## config.mk

```make
export PLATFORM = sky130hd
export DESIGN_NAME = toggle_rr_arbiter
export DESIGN_NICKNAME = d
export VERILOG_FILES = /design/src/rtl/toggle_rr_arbiter.sv
export SDC_FILE = /design/constraint.sdc
export NUM_CORES = 1
export LEC_CHECK = 0
export CORE_UTILIZATION = 50
export CTS_CLUSTER_DIAMETER = 100
export CTS_CLUSTER_SIZE = 24
export DETAILED_ROUTE_END_ITERATION = 12
export DONT_BUFFER_PORTS = 1
export HOLD_SLACK_MARGIN = 0.05
export PLACE_DENSITY = 0.7
export SETUP_SLACK_MARGIN = 0.1
export SLEW_MARGIN = 40
export SYNTH_ARGS = -nofsm -noshare
export SYNTH_HDL_FRONTEND = slang
export SYNTH_SLANG_ARGS = --single-unit
```

## constraint.sdc

```tcl
create_clock -name clk -period 3.1 [get_ports clk]
set_clock_uncertainty 0.2 [all_clocks]
set_input_delay 0.62 -clock clk [delete_from_list [all_inputs] [get_ports clk]]
set_output_delay 0.62 -clock clk [all_outputs]
set_load 0.02 [all_outputs]
```

## src/rtl/toggle_rr_arbiter.sv

```systemverilog
// toggle_rr_arbiter: round-robin owner of a shared toggle element's T input.
// Define TOGGLE_CNT_EN to add the toggle_cnt success counter (CNT_W bits).
module toggle_rr_arbiter #(
  parameter int NREQ   = 4,
  parameter int SETTLE = 2
`ifdef TOGGLE_CNT_EN
  ,
  parameter int CNT_W  = 16
`endif
) (
  input  logic            clk,
  input  logic            rst_n,
  input  logic [NREQ-1:0] req,
  input  logic            err_clr,
  input  logic            q_in,
  output logic [NREQ-1:0] gnt,
  output logic            t_out,
  output logic            done,
  output logic            q_snap,
  output logic            busy,
  output logic            err
`ifdef TOGGLE_CNT_EN
  ,
  output logic [CNT_W-1:0] toggle_cnt
`endif
);

  localparam int IW = (NREQ > 1) ? $clog2(NREQ) : 1;
  localparam int SW = 4;

  typedef enum logic [1:0] {
    ST_IDLE,
    ST_PULSE,
    ST_SETTLE,
    ST_CHECK
  } state_t;

  state_t          state, state_d;
  logic [IW-1:0]   last, last_d;
  logic [IW-1:0]   win, win_d;
  logic [IW-1:0]   pick;
  logic [IW:0]     cand;
  logic            found;
  logic [SW-1:0]   cnt, cnt_d;
  logic            q_before, qb_d;
  logic [NREQ-1:0] gnt_d;
  logic            t_d;
  logic            done_d;
  logic            q_snap_d;
  logic            err_d;
  logic            chk_edge;

  // round-robin search: first set req bit after last, wrapping
  always_comb begin
    pick  = last;
    found = 1'b0;
    cand  = '0;
    for (int i = 1; i <= NREQ; i++) begin
      cand = {1'b0, last} + (IW+1)'(i);
      if (cand >= (IW+1)'(NREQ))
        cand = cand - (IW+1)'(NREQ);
      if (!found && req[cand[IW-1:0]]) begin
        found = 1'b1;
        pick  = cand[IW-1:0];
      end
    end
  end

  // the edge that leaves SETTLE is where Q is judged
  assign chk_edge = (state == ST_SETTLE) && (cnt == '0);

  // next-state and next-output logic
  always_comb begin
    state_d  = state;
    last_d   = last;
    win_d    = win;
    cnt_d    = cnt;
    qb_d     = q_before;
    gnt_d    = gnt;
    t_d      = 1'b0;
    done_d   = 1'b0;
    q_snap_d = q_snap;
    err_d    = err_clr ? 1'b0 : err;
    unique case (state)
      ST_IDLE: begin
        if (|req) begin
          gnt_d   = {{(NREQ-1){1'b0}}, 1'b1} << pick;
          win_d   = pick;
          qb_d    = q_in;
          t_d     = 1'b1;
          state_d = ST_PULSE;
        end
      end
      ST_PULSE: begin
        cnt_d   = SW'(SETTLE - 1);
        state_d = ST_SETTLE;
      end
      ST_SETTLE: begin
        if (cnt == '0) begin
          q_snap_d = q_in;
          done_d   = 1'b1;
          state_d  = ST_CHECK;
          if (q_in == q_before)
            err_d = 1'b1;
        end else begin
          cnt_d = cnt - SW'(1);
        end
      end
      ST_CHECK: begin
        gnt_d   = '0;
        last_d  = win;
        state_d = ST_IDLE;
      end
      default: state_d = ST_IDLE;
    endcase
  end

  // state and registered outputs
  always_ff @(posedge clk or negedge rst_n) begin
    if (!rst_n) begin
      state    <= ST_IDLE;
      last     <= IW'(NREQ - 1);
      win      <= '0;
      cnt      <= '0;
      q_before <= 1'b0;
      gnt      <= '0;
      t_out    <= 1'b0;
      done     <= 1'b0;
      q_snap   <= 1'b0;
      err      <= 1'b0;
    end else begin
      state    <= state_d;
      last     <= last_d;
      win      <= win_d;
      cnt      <= cnt_d;
      q_before <= qb_d;
      gnt      <= gnt_d;
      t_out    <= t_d;
      done     <= done_d;
      q_snap   <= q_snap_d;
      err      <= err_d;
    end
  end

  assign busy = (state != ST_IDLE);

`ifdef TOGGLE_CNT_EN
  // count completions where Q really flipped
  always_ff @(posedge clk or negedge rst_n) begin
    if (!rst_n)
      toggle_cnt <= '0;
    else if (chk_edge && (q_in != q_before))
      toggle_cnt <= toggle_cnt + CNT_W'(1);
  end
`else
  logic unused_chk;
  assign unused_chk = chk_edge;
`endif

endmodule

```

# Word-level counts from Yosys, hierarchy flattened
# Index checks and enable logic that the tools add are counted.
# totals
ff_bits	19
output_inout_bits	9
elab_cells	86
# op_classes
add_sub_neg	9
order_cmp	8
n_eq_ne	7
n_shift	1
mux	34
n_reduce_logical	17
# op_table
cell	count
2-bit two-way mux	10
4-bit case mux with 2 select lines	2
1-bit two-way mux	15
3-bit >= comparator (second input constant)	4
2-bit by 3-bit less-than comparator with 1-bit output (second input constant)	4
2-bit AND reduction	5
1-bit binary-select mux with 2-bit select	4
4-bit two-way mux	2
2-bit case mux with 4 select lines	1
2-bit by 1-bit subtractor with 2-bit output (second input constant)	4
2-bit by 2-bit adder with 3-bit output (second input constant)	2
2-bit nonzero test	3
2-bit == test (second input constant)	2
4-bit zero test	1
2-bit inequality test (second input constant)	2
4-bit OR reduction	1
1-bit by 2-bit << shifter with 4-bit output (first input constant)	1
4-bit by 1-bit subtractor with 4-bit output (second input constant)	1
2-bit by 1-bit adder with 3-bit output (second input constant)	1
2-bit by 3-bit adder with 3-bit output (second input constant)	1
1-bit logical AND	3
1-bit zero test	3
2-bit by 1-bit == test with 1-bit output (second input constant)	1
2-bit zero test	1
2 further kinds	2

# Depth between registers and ports, before layout
# depth
depth_word	18
mapped_depth	7

# Worst setup path before layout
# Ideal clock, no wire load.
# synth_timing
kind	reg2reg
start	reg cnt[0]
end	reg state[1]
arrival_time_ps	1411
required_time_ps	2775
setup_slack_ps	1364
stages_incl_launch_ff	7
path_buffers	0
period_less_slack_ps	1736
path_cell_list	dfrtp_1 inv_1 ha_1 nand2b_1 o21ai_2 a21boi_0 mux2_2
# synth_via
elab_chain_cells	3
# synth_lines
element	line_no	source
start, declared	44	logic [SW-1:0] cnt, cnt_d;
start signal, assigned	135	cnt <= cnt_d;
4-bit zero test	99	if (cnt == '0) begin
2-bit by 1-bit inequality test with 1-bit output (no source line)	--	
2-bit AND reduction (no source line)	--	
end signal, assigned	132	state <= state_d;
end, declared	38	state_t state, state_d;
# No other way between the ends.
# A chain may end at the register's enable or synchronous reset.

# Worst setup path after layout
# layout_timing
start	reg state[0]
end	out busy
# layout_via
elab_chain_cells	1
# layout_lines
element	line_no	source
2-bit nonzero test	145	assign busy = (state != ST_IDLE);
end, declared	20	output logic busy,
# No other way between the ends.

==> results.cfg <==
[die]
rows = 15
pin_count = 17
fp.dieH_um = 46.3
dieArea_mm2 = 0.00214
initial_core_util_pct = 54.9
die_w_um = 46.3
core_mm2 = 0.00178

[setup_path]
rr_endpoint = state[1]$_DFFE_PN0P_
reg2regPathDepth = 6
crit-reg2reg-launch = cnt[0]$_DFFE_PN0P_
required_ns = 2.28
start_kind = flop
arrival_ns = 1.30
reg2reg_slack_ns = 1.15
worstSetupPathType = flop to output port
end_kind = output port
critPathMaxFanout = 5

[place]
io_buffers = 0
dp_hpwl_um = 1260
place_congestion = 0.850

[cts]
post_cts_resized = 0
cts_root_buf = clkbuf_4
clockBufferDepth = 2
ctsHoldBuffers = 1
cts.clk_slew.worst_paths_ns = 0.11
cts-buffers-inserted = 3
insertion_delay_ns = 0.29
post_cts_buffers = 0
h-tree-depth = 1
cts_tree = yes
numClockSinks = 19

[logic_synthesis]
syn_inst = 94
syn_avg_cell_area_um2 = 10.4
yosys_warnings = 0
synth-seq-area-share_pct = 48.8
synth-async-reset-ratio_pct = 100
netlist_area_um2 = 980
synth_cell_types = 32
synth_flop_cell = dfrtp_1
syn-num-nets = 108
synth_seq_cells = 19
synth-edff-count = 0

[timing]
relSlewSlack_pct = 67.6
fin_crit_sh_pct = 68.3
tightest_slew_ns = 0.485
final-hold-violation-count = 0
finalSetupTns_ns = 0
post-route-min-period_ns = 2.12
setup_viol = 0
max_freq_ghz = 0.472
slew_viol_final = 0
rsz0062_at_grt = false

[cells_and_area]
drive_above_1_share_pct = 13.1
nets = 114
num_antenna_cells = 0
final_core_util_pct = 58.5
syn_to_final_growth_pct = 6.51

[status]
status = complete, no violations

[global_routing]
grt_max_degree = 20
grt_pass1_wl_um = 2700
grt_pass1_vias = 634
grt-ovfl-total = 0
antenna_found_initial = 0
grt_usage_pct = 18.4

[route]
ant_nets = 0
wl_um = 1640
wl_per_cell_um = 13.2
drt_iter0_drc = 13
via_count = 703
firstDrtPassIters = 4
drc_errors = 0
viasPerCell = 5.67

[power]
power.density_mw_per_mm2 = 1040
max-vdd-ir-drop_v = 0.000484
p_sw_share_pct = 42.8
comb_power_share_pct = 41.2
p_seq_share_pct = 47.3
p_clk_share_pct = 11.4
net-switching-power_w = 0.000463
leakage_nw = 0.481
p_int_w = 0.000619

[run]
max_cap_viol_count = 0

[hold_path]
worstHoldPathType = input pin to async pin
-- worst max-delay path by stage --
stage | slack [ns] | endpoint | cells past startpoint | from
after global placement | 1.21 | state[1]$_DFFE_PN0P_ | 6 | cnt[0]$_DFFE_PN0P_
after global routing | 0.90 | busy | 3 | state[0]$_DFFE_PN0P_
after CTS | 0.96 | busy | 3 | state[0]$_DFFE_PN0P_
final | 0.98 | busy | 3 | state[0]$_DFFE_PN0P_
after detailed placement | 1.18 | state[1]$_DFFE_PN0P_ | 6 | cnt[0]$_DFFE_PN0P_
after floorplan | 1.36 | state[1]$_DFFE_PN0P_ | 6 | cnt[0]$_DFFE_PN0P_
-- synth_stat cells, types with 2 or more instances --
master | count | area (um2)
dfrtp_1 | 17 | 425
dfstp_2 | 2 | 52.6
ha_1 | 6 | 75.1
inv_1 | 11 | 41.3
mux2_2 | 2 | 22.5
nand2_1 | 11 | 41.3
nand2b_1 | 2 | 12.5
nor2_1 | 4 | 15.0
nor2b_1 | 2 | 12.5
nor3_1 | 2 | 10.0
o21ai_0 | 10 | 50.1
o2bb2ai_1 | 5 | 43.8
-- worst max-delay path, cell delays in order (launching register included) --
cell and delay [ns]:
dfrtp_1 0.43, inv_1 0.12, ha_1 0.29, inv_1 0.16
-- final cells by class --
class	count	area, um2
timing repair buffer	1	5.00
tap	25	31.3
clock buffer	3	22.5
fill	150	739
clock inverter	1	5.00
inverter	11	41.3
multi-input combinational	64	460
sequential	19	478
-- kinds of logic after synthesis --
logic type	Yosys count	share of synthesized area [%]
buffers and inverters	11	4.21
xor gates and xnor gates	2	1.79
AOI/OAI and AO/OA	28	22.1
adders and majority gates	6	7.66
DFF	19	48.8
and+or+nand+nor	26	13.2
muxes	2	2.30
-- state kept, by name, indices dropped and copies added (netlist names) --
name / count
cnt: 4
gnt: 4
last: 2
state: 2
win: 2
done: 1
err: 1
q_before: 1
q_snap: 1
t_out: 1
-- layer usage --
metal | routed length, um | GRT usage, % | part of all wire, %
met5 | 0 | 0 | 0
met4 | 21 | 8.82 | 1.3
met3 | 51 | 3.53 | 3.1
met2 | 780 | 28.5 | 48
met1 | 787 | 24.6 | 48
-- layout by cell type (no fill, tap or decap), types with 3 or more instances in the layout --
cell / synthesis / final
ha_1: 6 / 6
nand2_1: 11 / 11
o2bb2ai_1: 5 / 5
clkbuf_4: 0 / 3
o21ai_0: 10 / 10
dfrtp_1: 17 / 17
nor2_1: 4 / 4
inv_1: 11 / 11
-- per-stage QoR --
step / std cells / hold slack, ns / total power (W) / setup slack, ns / cell area (um2)
after floorplan: 94 / 0.124 / 0.000864 / 1.36 / 980
after global placement: 119 / 0.125 / 0.000942 / 1.21 / 1010
after detailed placement: 119 / 0.125 / 0.000963 / 1.18 / 1010
after CTS: 124 / 0.201 / 0.00110 / 0.963 / 1050
after global routing: 124 / 0.0530 / 0.00118 / 0.902 / 1040
final: 124 / 0.0336 / 0.00108 / 0.982 / 1040
-- power by group through the flow --
| stage | combinational [W] | clock (W) | sequential, W |
|---|---|---|---|
| 2_1_floorplan | 0.000370 | 0 | 0.000494 |
| 3_3_place_gp | 0.000429 | 0 | 0.000513 |
| 3_5_place_dp | 0.000445 | 0 | 0.000518 |
| 4_1_cts | 0.000454 | 0.000129 | 0.000513 |
| 5_1_grt | 0.000507 | 0.000141 | 0.000530 |
| 6_report | 0.000446 | 0.000124 | 0.000512 |
(Power assumes the default switching activity.)
